File: src/rtl/ntt_pkg.sv
// ntt_pkg: definitions shared by the NTT stream bridge and its buffer.
//   state_t   - bridge FSM states (IDLE/LOAD/RUN/DRAIN)
//   calc_aw() - wrapper address width for a given LOGN
//   calc_n()  - polynomial length N = 1 << LOGN
package ntt_pkg;

  typedef enum logic [1:0] {
    ST_IDLE  = 2'd0,
    ST_LOAD  = 2'd1,
    ST_RUN   = 2'd2,
    ST_DRAIN = 2'd3
  } state_t;

  localparam int DEF_LOGQ = 64;
  localparam int DEF_LOGN = 4;
  localparam int DEF_N    = 1 << DEF_LOGN;

  // The wrapper always exposes at least a 10-bit address bus.
  function automatic int calc_aw(input int logn);
    return ((logn < 9) ? 9 : logn) + 1;
  endfunction

  function automatic int calc_n(input int logn);
    return 1 << logn;
  endfunction

endpackage

File: src/rtl/ntt_bridge_buf.sv
// ntt_bridge_buf: N x W simple dual-port RAM for the stream bridge.
//   clk, rst        - clock, synchronous active-high reset (read register only)
//   we/waddr/wdata  - write port
//   re/raddr/rdata  - read port, one-cycle registered; rdata holds when re=0
// A read and a write to the same address in one cycle return the old data.
module ntt_bridge_buf
  import ntt_pkg::*;
#(
  parameter int W    = DEF_LOGQ,
  parameter int LOGN = DEF_LOGN
) (
  input  logic            clk,
  input  logic            rst,
  input  logic            we,
  input  logic [LOGN-1:0] waddr,
  input  logic [W-1:0]    wdata,
  input  logic            re,
  input  logic [LOGN-1:0] raddr,
  output logic [W-1:0]    rdata
);

  localparam int N = calc_n(LOGN);

  logic [W-1:0] mem [0:N-1];

  // Storage is deliberately not reset.
  always_ff @(posedge clk) begin
    if (we) mem[waddr] <= wdata;
  end

  always_ff @(posedge clk) begin
    if (rst)     rdata <= '0;
    else if (re) rdata <= mem[raddr];
  end

endmodule

File: src/rtl/ntt_stream_bridge.sv
// ntt_stream_bridge: streaming front/back end for ntt_memory_wrapper.
// Loads N coefficients from the s_* stream into a local buffer, runs the
// wrapper against that buffer (serving its reads, capturing its write-backs),
// then streams the N results out on m_* in natural index order.
//   clk, rst              - clock, synchronous active-high reset
//   mode_intt, q_in       - transform mode / modulus, taken on first input beat
//   s_valid/s_ready/s_data - input stream
//   m_valid/m_ready/m_data - output stream
//   busy                  - high whenever the FSM is not IDLE
//   ntt_start/ntt_intt/ntt_q                   - run request and parameters
//   ntt_read_address/ntt_data_in               - wrapper read, 1-cycle latency
//   ntt_wea/ntt_write_address/ntt_data_out     - wrapper write-back
//   ntt_finish            - wrapper done
//   dbg_state             - current FSM state
// Handshake: a beat transfers on a rising clk edge where valid and ready are
// both high; a source holds valid/data stable until that edge.
// Build option: define NTT_BRIDGE_INRED_EN to reduce each input beat once
// modulo q before it is stored.
module ntt_stream_bridge
  import ntt_pkg::*;
#(
  parameter int LOGQ = DEF_LOGQ,
  parameter int LOGN = DEF_LOGN,
  parameter int AW   = calc_aw(LOGN)
) (
  input  logic            clk,
  input  logic            rst,
  input  logic            mode_intt,
  input  logic [LOGQ-1:0] q_in,
  input  logic            s_valid,
  output logic            s_ready,
  input  logic [LOGQ-1:0] s_data,
  output logic            m_valid,
  input  logic            m_ready,
  output logic [LOGQ-1:0] m_data,
  output logic            busy,
  output logic            ntt_start,
  output logic            ntt_intt,
  output logic [LOGQ-1:0] ntt_q,
  input  logic [AW-1:0]   ntt_read_address,
  output logic [LOGQ-1:0] ntt_data_in,
  input  logic            ntt_wea,
  input  logic [AW-1:0]   ntt_write_address,
  input  logic [LOGQ-1:0] ntt_data_out,
  input  logic            ntt_finish,
  output state_t          dbg_state
);

  localparam int N  = calc_n(LOGN);
  localparam int CW = LOGN + 1;

  state_t          state;
  logic [CW-1:0]   cnt;        // load index in LOAD, prefetch index in DRAIN
  logic            s_fire;
  logic            m_fire;
  logic            drain_done; // every index has been fetched
  logic [LOGQ-1:0] load_data;

  logic            buf_we;
  logic [LOGN-1:0] buf_waddr;
  logic [LOGQ-1:0] buf_wdata;
  logic            buf_re;
  logic [LOGN-1:0] buf_raddr;
  logic [LOGQ-1:0] buf_rdata;

  logic unused_addr_bits;
  assign unused_addr_bits = ^{ntt_read_address[AW-1:LOGN], ntt_write_address[AW-1:LOGN]};

  assign s_fire     = s_valid & s_ready;
  assign m_fire     = m_valid & m_ready;
  assign drain_done = (cnt == CW'(N));
  assign busy       = (state != ST_IDLE);
  assign dbg_state  = state;

`ifdef NTT_BRIDGE_INRED_EN
  // The first beat arrives before ntt_q is latched, so it uses q_in.
  logic [LOGQ-1:0] red_q;
  assign red_q     = (state == ST_IDLE) ? q_in : ntt_q;
  assign load_data = (s_data >= red_q) ? s_data - red_q : s_data;
`else
  assign load_data = s_data;
`endif

  // The buffer read register is both the wrapper's read data and the output
  // prefetch register; in DRAIN it only reloads when empty or being consumed.
  always_comb begin
    buf_we    = 1'b0;
    buf_waddr = '0;
    buf_wdata = load_data;
    buf_re    = 1'b0;
    buf_raddr = '0;
    case (state)
      ST_IDLE: begin
        buf_we    = s_fire;
        buf_waddr = '0;
      end
      ST_LOAD: begin
        buf_we    = s_fire;
        buf_waddr = cnt[LOGN-1:0];
      end
      ST_RUN: begin
        buf_we    = ntt_wea;
        buf_waddr = ntt_write_address[LOGN-1:0];
        buf_wdata = ntt_data_out;
        buf_re    = 1'b1;
        buf_raddr = ntt_read_address[LOGN-1:0];
      end
      ST_DRAIN: begin
        buf_re    = (!m_valid || m_ready) && !drain_done;
        buf_raddr = cnt[LOGN-1:0];
      end
      default: ;
    endcase
  end

  ntt_bridge_buf #(.W(LOGQ), .LOGN(LOGN)) u_buf (
    .clk   (clk),
    .rst   (rst),
    .we    (buf_we),
    .waddr (buf_waddr),
    .wdata (buf_wdata),
    .re    (buf_re),
    .raddr (buf_raddr),
    .rdata (buf_rdata)
  );

  assign m_data      = buf_rdata;
  assign ntt_data_in = buf_rdata;

  always_ff @(posedge clk) begin
    if (rst) begin
      state     <= ST_IDLE;
      cnt       <= '0;
      s_ready   <= 1'b0;
      m_valid   <= 1'b0;
      ntt_start <= 1'b0;
      ntt_intt  <= 1'b0;
      ntt_q     <= '0;
    end else begin
      case (state)
        ST_IDLE: begin
          s_ready   <= 1'b1;
          m_valid   <= 1'b0;
          ntt_start <= 1'b0;
          if (s_fire) begin
            ntt_intt <= mode_intt;
            ntt_q    <= q_in;
            cnt      <= CW'(1);
            state    <= ST_LOAD;
          end
        end
        ST_LOAD: begin
          if (s_fire) begin
            cnt <= cnt + CW'(1);
            if (cnt == CW'(N - 1)) begin
              s_ready   <= 1'b0;
              ntt_start <= 1'b1;
              state     <= ST_RUN;
            end
          end
        end
        ST_RUN: begin
          if (ntt_finish) begin
            ntt_start <= 1'b0;
            cnt       <= '0;
            state     <= ST_DRAIN;
          end
        end
        ST_DRAIN: begin
          if (m_fire && drain_done) begin
            m_valid <= 1'b0;
            s_ready <= 1'b1;
            state   <= ST_IDLE;
          end else if (buf_re) begin
            cnt     <= cnt + CW'(1);
            m_valid <= 1'b1;
          end
        end
        default: state <= ST_IDLE;
      endcase
    end
  end

endmodule

File: config.mk
export PLATFORM = sky130hd
export DESIGN_NAME = ntt_stream_bridge
export DESIGN_NICKNAME = d
export VERILOG_FILES = /design/src/rtl/ntt_pkg.sv /design/src/rtl/ntt_bridge_buf.sv /design/src/rtl/ntt_stream_bridge.sv
export SDC_FILE = /design/constraint.sdc
export NUM_CORES = 2
export LEC_CHECK = 0
export CORE_MARGIN = 5
export CORE_UTILIZATION = 50
export DETAILED_ROUTE_END_ITERATION = 7
export GPL_TIMING_DRIVEN = 1
export MAX_ROUTING_LAYER = met4
export PLACE_DENSITY = 0.74
export SYNTH_ARGS = -nofsm -noshare
export SYNTH_HDL_FRONTEND = slang
export SYNTH_SLANG_ARGS = --single-unit
File: constraint.sdc
create_clock -name clk -period 5.2 [get_ports clk]
set_input_delay 0.52 -clock clk [delete_from_list [all_inputs] [get_ports clk]]
set_output_delay 0.52 -clock clk [all_outputs]
set_load 0.01 [all_outputs]
==> impl_metrics.csv <==
group,metric,value,unit
global_routing,grt.overflow.total,0,
clocking,clkSlewWorstSetupHoldPaths,0.06,ns
min_path,min_path_type,"primary input to register",
routing,detail_route.wirelength,117000,µm
clocking,cts_inserted_buffers,110,
synthesis,mappedNetlistNets,3342,
routing,vias_per_cell,6.03,
clocking,clock_tree.buffer_depth,3,
cells_and_area,syn_to_final_growth,19.2,%
placement,globalplace.congestion,0.837,
power,vdd.ir_drop.worst,0.324,mV
placement,dp_hpwl,63600,µm
synthesis,sequential_to_total_area_share_from_yosys_stat,73.2,%
synthesis,synthesis.yosys.warnings,0,
clocking,cts_tree,"built",
routing,routed_wire_length_per_instance,24.9,µm
setup_path,crit_path_end_kind,"register",
status,status,"finished clean",
global_routing,via_count_of_the_first_global_routing_pass,28206,
synthesis,main_synth_ff_type,"sky130_fd_sc_hd__edfxtp_1",
synthesis,netlist_instances,3115,
clocking,cts_sinks,1163,
cells_and_area,finish.cell_count_without_fillers,4708,
die,die_h,313,µm
global_routing,global_route.usage.total,24.0,%
clocking,post_cts.repair.setup_buffers,0,
cells_and_area,finalNetCount,3652,
clocking,clk_root_buffer_cell,"sky130_fd_sc_hd__clkbuf_16",
setup_path,cp_max_fo,57,
sta,final-max-slew-violation-count,0,
sta,max_freq,258,MHz
sta,rsz_0062_raised_after_global_routing,"no",
power,leakagePower,0.0176,µW
sta,fin_setup_tns,0,ns
synthesis,synthArstFlopShare,0,%
placement,port_buffers,405,
sta,timing.final.crit_share,74.4,%
routing,drc_errors,0,
setup_path,worstSetupStartpointType,"register",
global_routing,antenna_found_initial,0,
synthesis,post_synthesis_sequential_element_count,1163,
setup_path,type_of_the_setup_path_with_the_least_slack,"register to register",
sta,final_period_minus_worst_setup_slack,3.87,ns
sta,max-slew-margin-rel,15.8,%
power,p_per_area,439,nW/µm²
cells_and_area,post-route-cell-area,54600,µm²
placement,post-place-cells,4498,
cells_and_area,layout_commonest_cell,"sky130_fd_sc_hd__edfxtp_1",
setup_path,crit_required,5.53,ns
die,initial_core_util,50.2,%
sta,setup-violations-final,0,
global_routing,global_route_wire_length_before_repair,175000,µm
die,total_core_area,91200,µm²
clocking,clk_latency,0.69,ns
job,cap_violations,0,
sta,worst-slew-pin-transition,1.26,ns
synthesis,syn_area,45800,µm²
die,die_area,97800,µm²
synthesis,yosysUniqueCellTypes,60,
clocking,cts-htree-levels,3,
routing,num_vias,28390,
synthesis,syn-mean-instance-area,14.7,µm²
sta,fin_skew,0.0528,ns
setup_path,reg2reg_slack,1.33,ns
die,die_width,313,µm
power,fin_total_pwr,24000,µW
cells_and_area,final_standard_cell_utilization_of_the_core,59.8,%
clocking,post_cts_resized,0,
cells_and_area,antennaDiodeCount,0,
routing,firstDrtPassIters,8,
global_routing,grt_max_degree,94,
die,num_rows,111,
sta,hold_viol_final,0,
synthesis,synth-edff-count,1024,
routing,ant_nets,0,
routing,number_of_drc_markers_after_the_initial_detailed_route_iteration,3239,
clocking,cts_hold_repair.buffers,0,
placement,dpl_cell_area,50800,µm²
setup_path,timing.critical_path.arrival,4.20,ns
cells_and_area,most_frequent_cells_in_the_layout,"1,024 x sky130_fd_sc_hd__edfxtp_1, 443 x sky130_fd_sc_hd__nand2_1, 404 x sky130_fd_sc_hd__clkdlybuf4s50_1, 350 x sky130_fd_sc_hd__nor2_1, 140 x sky130_fd_sc_hd__o22ai_1",
die,pin_count,418,
cells_and_area,drive_gt1_share,12.4,%
==> through the flow <==
stage	setup slack (ns)	hold WS [ns]
4_1_cts	1.34	0.375
6_report	1.33	0.410
3_3_place_gp	1.39	0.441
5_1_grt	1.16	0.381
3_5_place_dp	1.32	0.446
2_1_floorplan	0.249	0.481
==> cell type report <==
cell class | count | area [µm²]
fill | 6584 | 36700
inverter | 11 | 41.3
tap | 1186 | 1480
sequential | 1163 | 33500
clock buffer | 150 | 3060
clock inverter | 59 | 701
timing repair buffer | 474 | 4810
multi-input combinational | 1665 | 10900
==> cells by family (layout without fill, tap and decap cells) <==
logic type | after synthesis | count (layout) | synth area share, %
AOI/OAI and AO/OA | 432 | 432 | 6.59
adders and majority gates | 8 | 8 | 0.219
buffers and inverters | 287 | 694 | 3.43
DFF | 1163 | 1163 | 73.2
muxes | 227 | 227 | 7.60
and+or+nand+nor | 998 | 998 | 8.96
==> worst max-delay path, stage by stage (launching register included) <==
cell,delay [ns]
sky130_fd_sc_hd__dfxtp_1,0.33
sky130_fd_sc_hd__inv_1,0.16
sky130_fd_sc_hd__ha_4,0.75
sky130_fd_sc_hd__nand2_1,0.12
sky130_fd_sc_hd__a21oi_1,0.34
sky130_fd_sc_hd__and2_1,0.23
sky130_fd_sc_hd__nand3b_1,0.32
sky130_fd_sc_hd__nor2_4,0.81
sky130_fd_sc_hd__buf_4,0.44
==> cells in the mapped netlist (all sizes together) (4+ instances only) <==
| cell | n | area share [%] |
|---|---|---|
| nand2 | 443 | 3.6 |
| o21ai | 4 | 0.044 |
| o22ai | 140 | 1.9 |
| edfxtp | 1024 | 67 |
| a22o | 7 | 0.13 |
| a2111oi | 10 | 0.28 |
| a22oi | 4 | 0.11 |
| ha | 8 | 0.22 |
| nor4 | 12 | 0.16 |
| mux4 | 90 | 4.4 |
| a21oi | 72 | 0.79 |
| nor2 | 367 | 3.0 |
| buf | 195 | 2.7 |
| clkbuf | 81 | 0.66 |
| a221oi | 45 | 0.86 |
| a41oi | 12 | 0.23 |
| mux2 | 65 | 1.6 |
| dfxtp | 139 | 6.1 |
| nor3 | 5 | 0.055 |
| o211ai | 8 | 0.13 |
| nand4 | 53 | 0.72 |
| a211oi | 46 | 0.75 |
| a32oi | 12 | 0.23 |
| mux2i | 72 | 1.6 |
| nand3 | 99 | 1.1 |
| inv | 11 | 0.090 |
| a31oi | 58 | 0.79 |
==> layer usage <==
layer	part of all wire [%]	wire length (µm)	global-route usage (%)
met4	2.7	3150	6.85
met3	9.4	11000	4.17
met5	0	0	-
met1	39	46300	32.4
met2	48	56800	38.3
==> state kept, by name, summed over array words and instances, names as in the netlist <==
| signal | cells |
|---|---|
| dbg_state | 2 |
| cnt | 5 |
| m_valid | 1 |
| ntt_start | 1 |
| u_buf.mem | 1024 |
| ntt_q | 64 |
| u_buf.rdata | 64 |
| s_ready | 1 |
| ntt_intt | 1 |
==> power by group <==
group / internal [µW] / switching [µW] / total (µW) / leakage (µW)
Combinational: 1830 / 2680 / 4510 / 0.00539
Clock: 4710 / 3470 / 8190 / 0.00184
Sequential: 10900 / 343 / 11300 / 0.0103
==> path summary, 6_finish.rpt <==
path,startpoint,end,depth (start not counted)
hold / removal,q_in[14],ntt_q[14],3
hold reg to reg,ntt_q[17],ntt_q[17],2
setup / recovery,dbg_state[0],u_buf.mem[5][54],8
setup reg to reg,dbg_state[0],u_buf.mem[5][54],8
Note: power is estimated with default switching activity, not from simulation.
==> patch, RTL diff (same flow settings) <==
Change the package constant `DEF_LOGQ` from 64 to 32.
--- a/src/rtl/ntt_pkg.sv
+++ b/src/rtl/ntt_pkg.sv
@@ -11,7 +11,7 @@
     ST_DRAIN = 2'd3
   } state_t;
 
-  localparam int DEF_LOGQ = 64;
+  localparam int DEF_LOGQ = 32;
   localparam int DEF_LOGN = 4;
   localparam int DEF_N    = 1 << DEF_LOGN;
 
Interface: changed (6 resized); port bits go from 418 to 226. The function was not compared with the original's and may differ.
==> patch against the unedited design <==
- synthesized area decreased by 49%
- critical path depth unchanged
- power decreased by 50%
- wire length decreased by 52%
- final area decreased by 49%
- global-route usage decreased by 2.1 points
- utilization increased by 0.28 points
- clock skew decreased by 0.034 ns
- maximum frequency increased by 2.4%
- via count decreased by 49%
- sequential cell count decreased by 576
- clock power decreased by 50%
- worst setup slack improved by 0.089 ns
==> patch: results (changes against the unedited design) <==
INFO  metric status = finished clean
INFO  metric htree_levels = 2 (-1)
INFO  metric vias_in_the_first_global_route = 14300 (-49%)
INFO  metric post_dp_cell_area = 0.0261 mm^2 (-49%)
INFO  metric ys_types = 53 (-12%)
INFO  metric min_path_cells = 2 (-1)
INFO  metric cts_made_buffers = 56 (-49%)
INFO  metric min-delay-path-class = reg2reg
INFO  metric track_usage = 21.9% (-2.1 points)
INFO  metric leakage = 9.27 nW (-47%)
INFO  metric route.final.wire_length = 55900 um (-52%)
INFO  metric via_per_inst = 5.94 (-1.6%)
INFO  metric synth.top_cells.by_count = edfxtp_1, nand2_1, nor2_1, dfxtp_1, a21oi_1
INFO  metric globalplace.congestion = 0.810 (-3.2%)
INFO  metric port_buffers = 213 (-47%)
INFO  metric synth_seq_area_share = 71.7% (-1.5 points)
INFO  metric critical_r2r_capture = u_buf.mem[7][10]
INFO  metric firstDrtPassIters = 5 (-3)
INFO  metric clock_tree.root_cell = clkbuf_16
INFO  metric grt_first_pass_wirelength = 83800 um (-52%)
INFO  metric worst-path-max-fanout = 60 (+5.3%)
INFO  metric dp.final_hpwl = 32100 um (-50%)
INFO  metric vdd_ir_drop_max = 0.268 mV (-17%)
INFO  metric drive_above_1_share = 13.2% (+0.79 points)
INFO  metric filler_cell_count = 3428 (-48%)
INFO  metric min-delay-start = ntt_q[15]
INFO  metric reg.largest.list = u_buf.mem (512), ntt_q (32), u_buf.rdata (32)
INFO  metric timing.clock.skew = 0.0190 ns (-0.0338 ns)
INFO  metric mappedNetlistNets = 1762 (-47%)
INFO  metric max_slew_margin = 17.9% (+2.0 points)
INFO  metric design.final.nets = 1929 (-47%)
INFO  metric synth.area.top_cells = edfxtp_1, dfxtp_1, mux4_2
INFO  metric worst_hold_path.endpoint = ntt_q[15]
==> patch: layout make-up <==
cell class | count | area (um^2) | share of cell area (%)
clock buffer | 64 | 1450 | 5.19
clock inverter | 41 | 413 | 1.48
inverter | 11 | 41.3 | 0.148
multi-input combinational | 897 | 6030 | 21.6
sequential | 587 | 16900 | 60.3
tap | 607 | 759 | 2.71
timing repair buffer | 245 | 2400 | 8.59
==> patch: worst register-to-register path, stage by stage, from the launching register on <==
cell      delay [ns]
dfxtp_1         0.34
inv_1           0.17
ha_4            0.81
nand2_1         0.12
a21oi_1         0.27
and3_1          0.22
nand2b_1        0.27
nor2_4          0.81
buf_4           0.44
==> patch: kinds of logic after synthesis <==
family	synth area share (%)
flops	71.7
simple gates	9.10
fa+ha+maj	0.426
mux	7.68
buf+inv	3.45
compound gates	7.61
==> patch: worst max path at each step <==
stage / from / to / slack [ns]
CTS: dbg_state[0] / u_buf.mem[6][11] / 1.42
global placement: dbg_state[0] / u_buf.mem[7][9] / 1.53
detailed placement: dbg_state[0] / u_buf.mem[6][9] / 1.41
finish: dbg_state[0] / u_buf.mem[7][10] / 1.42
global route: dbg_state[0] / u_buf.mem[6][11] / 1.21
floorplan: dbg_state[0] / u_buf.mem[8][0] / 1.74
==> patch: where the power goes <==
part | total, mW | internal (mW) | switching, mW
clock | 4.12 | 2.36 | 1.77
sequential | 5.66 | 5.51 | 0.149
combinational | 2.28 | 0.935 | 1.34
total | 12.1 | 8.80 | 3.26
==> patch: metal layers <==
metal / share of wire (%) / GRT usage (%) / up-vias
met3: 9.2 / 4.08 / 100
li1: - / - / 6483
met2: 48 / 34.5 / 710
met4: 2.4 / 5.76 / 0
met5: 0 / - / -
met1: 41 / 29.9 / 7262
==> patch: stage by stage <==
step / cells / util [%] / power (mW) / hold WS [ns]
2_1_floorplan: 1631 / - / 7.14 / 0.453
3_3_place_gp: 2347 / 56.1 / 7.98 / 0.441
4_1_cts: 2452 / 60.1 / 12.1 / 0.437
6_report: 2452 / 60.1 / 12.1 / 0.456
5_1_grt: 2452 / 60.1 / 12.5 / 0.457
3_5_place_dp: 2347 / 56.1 / 8.04 / 0.449
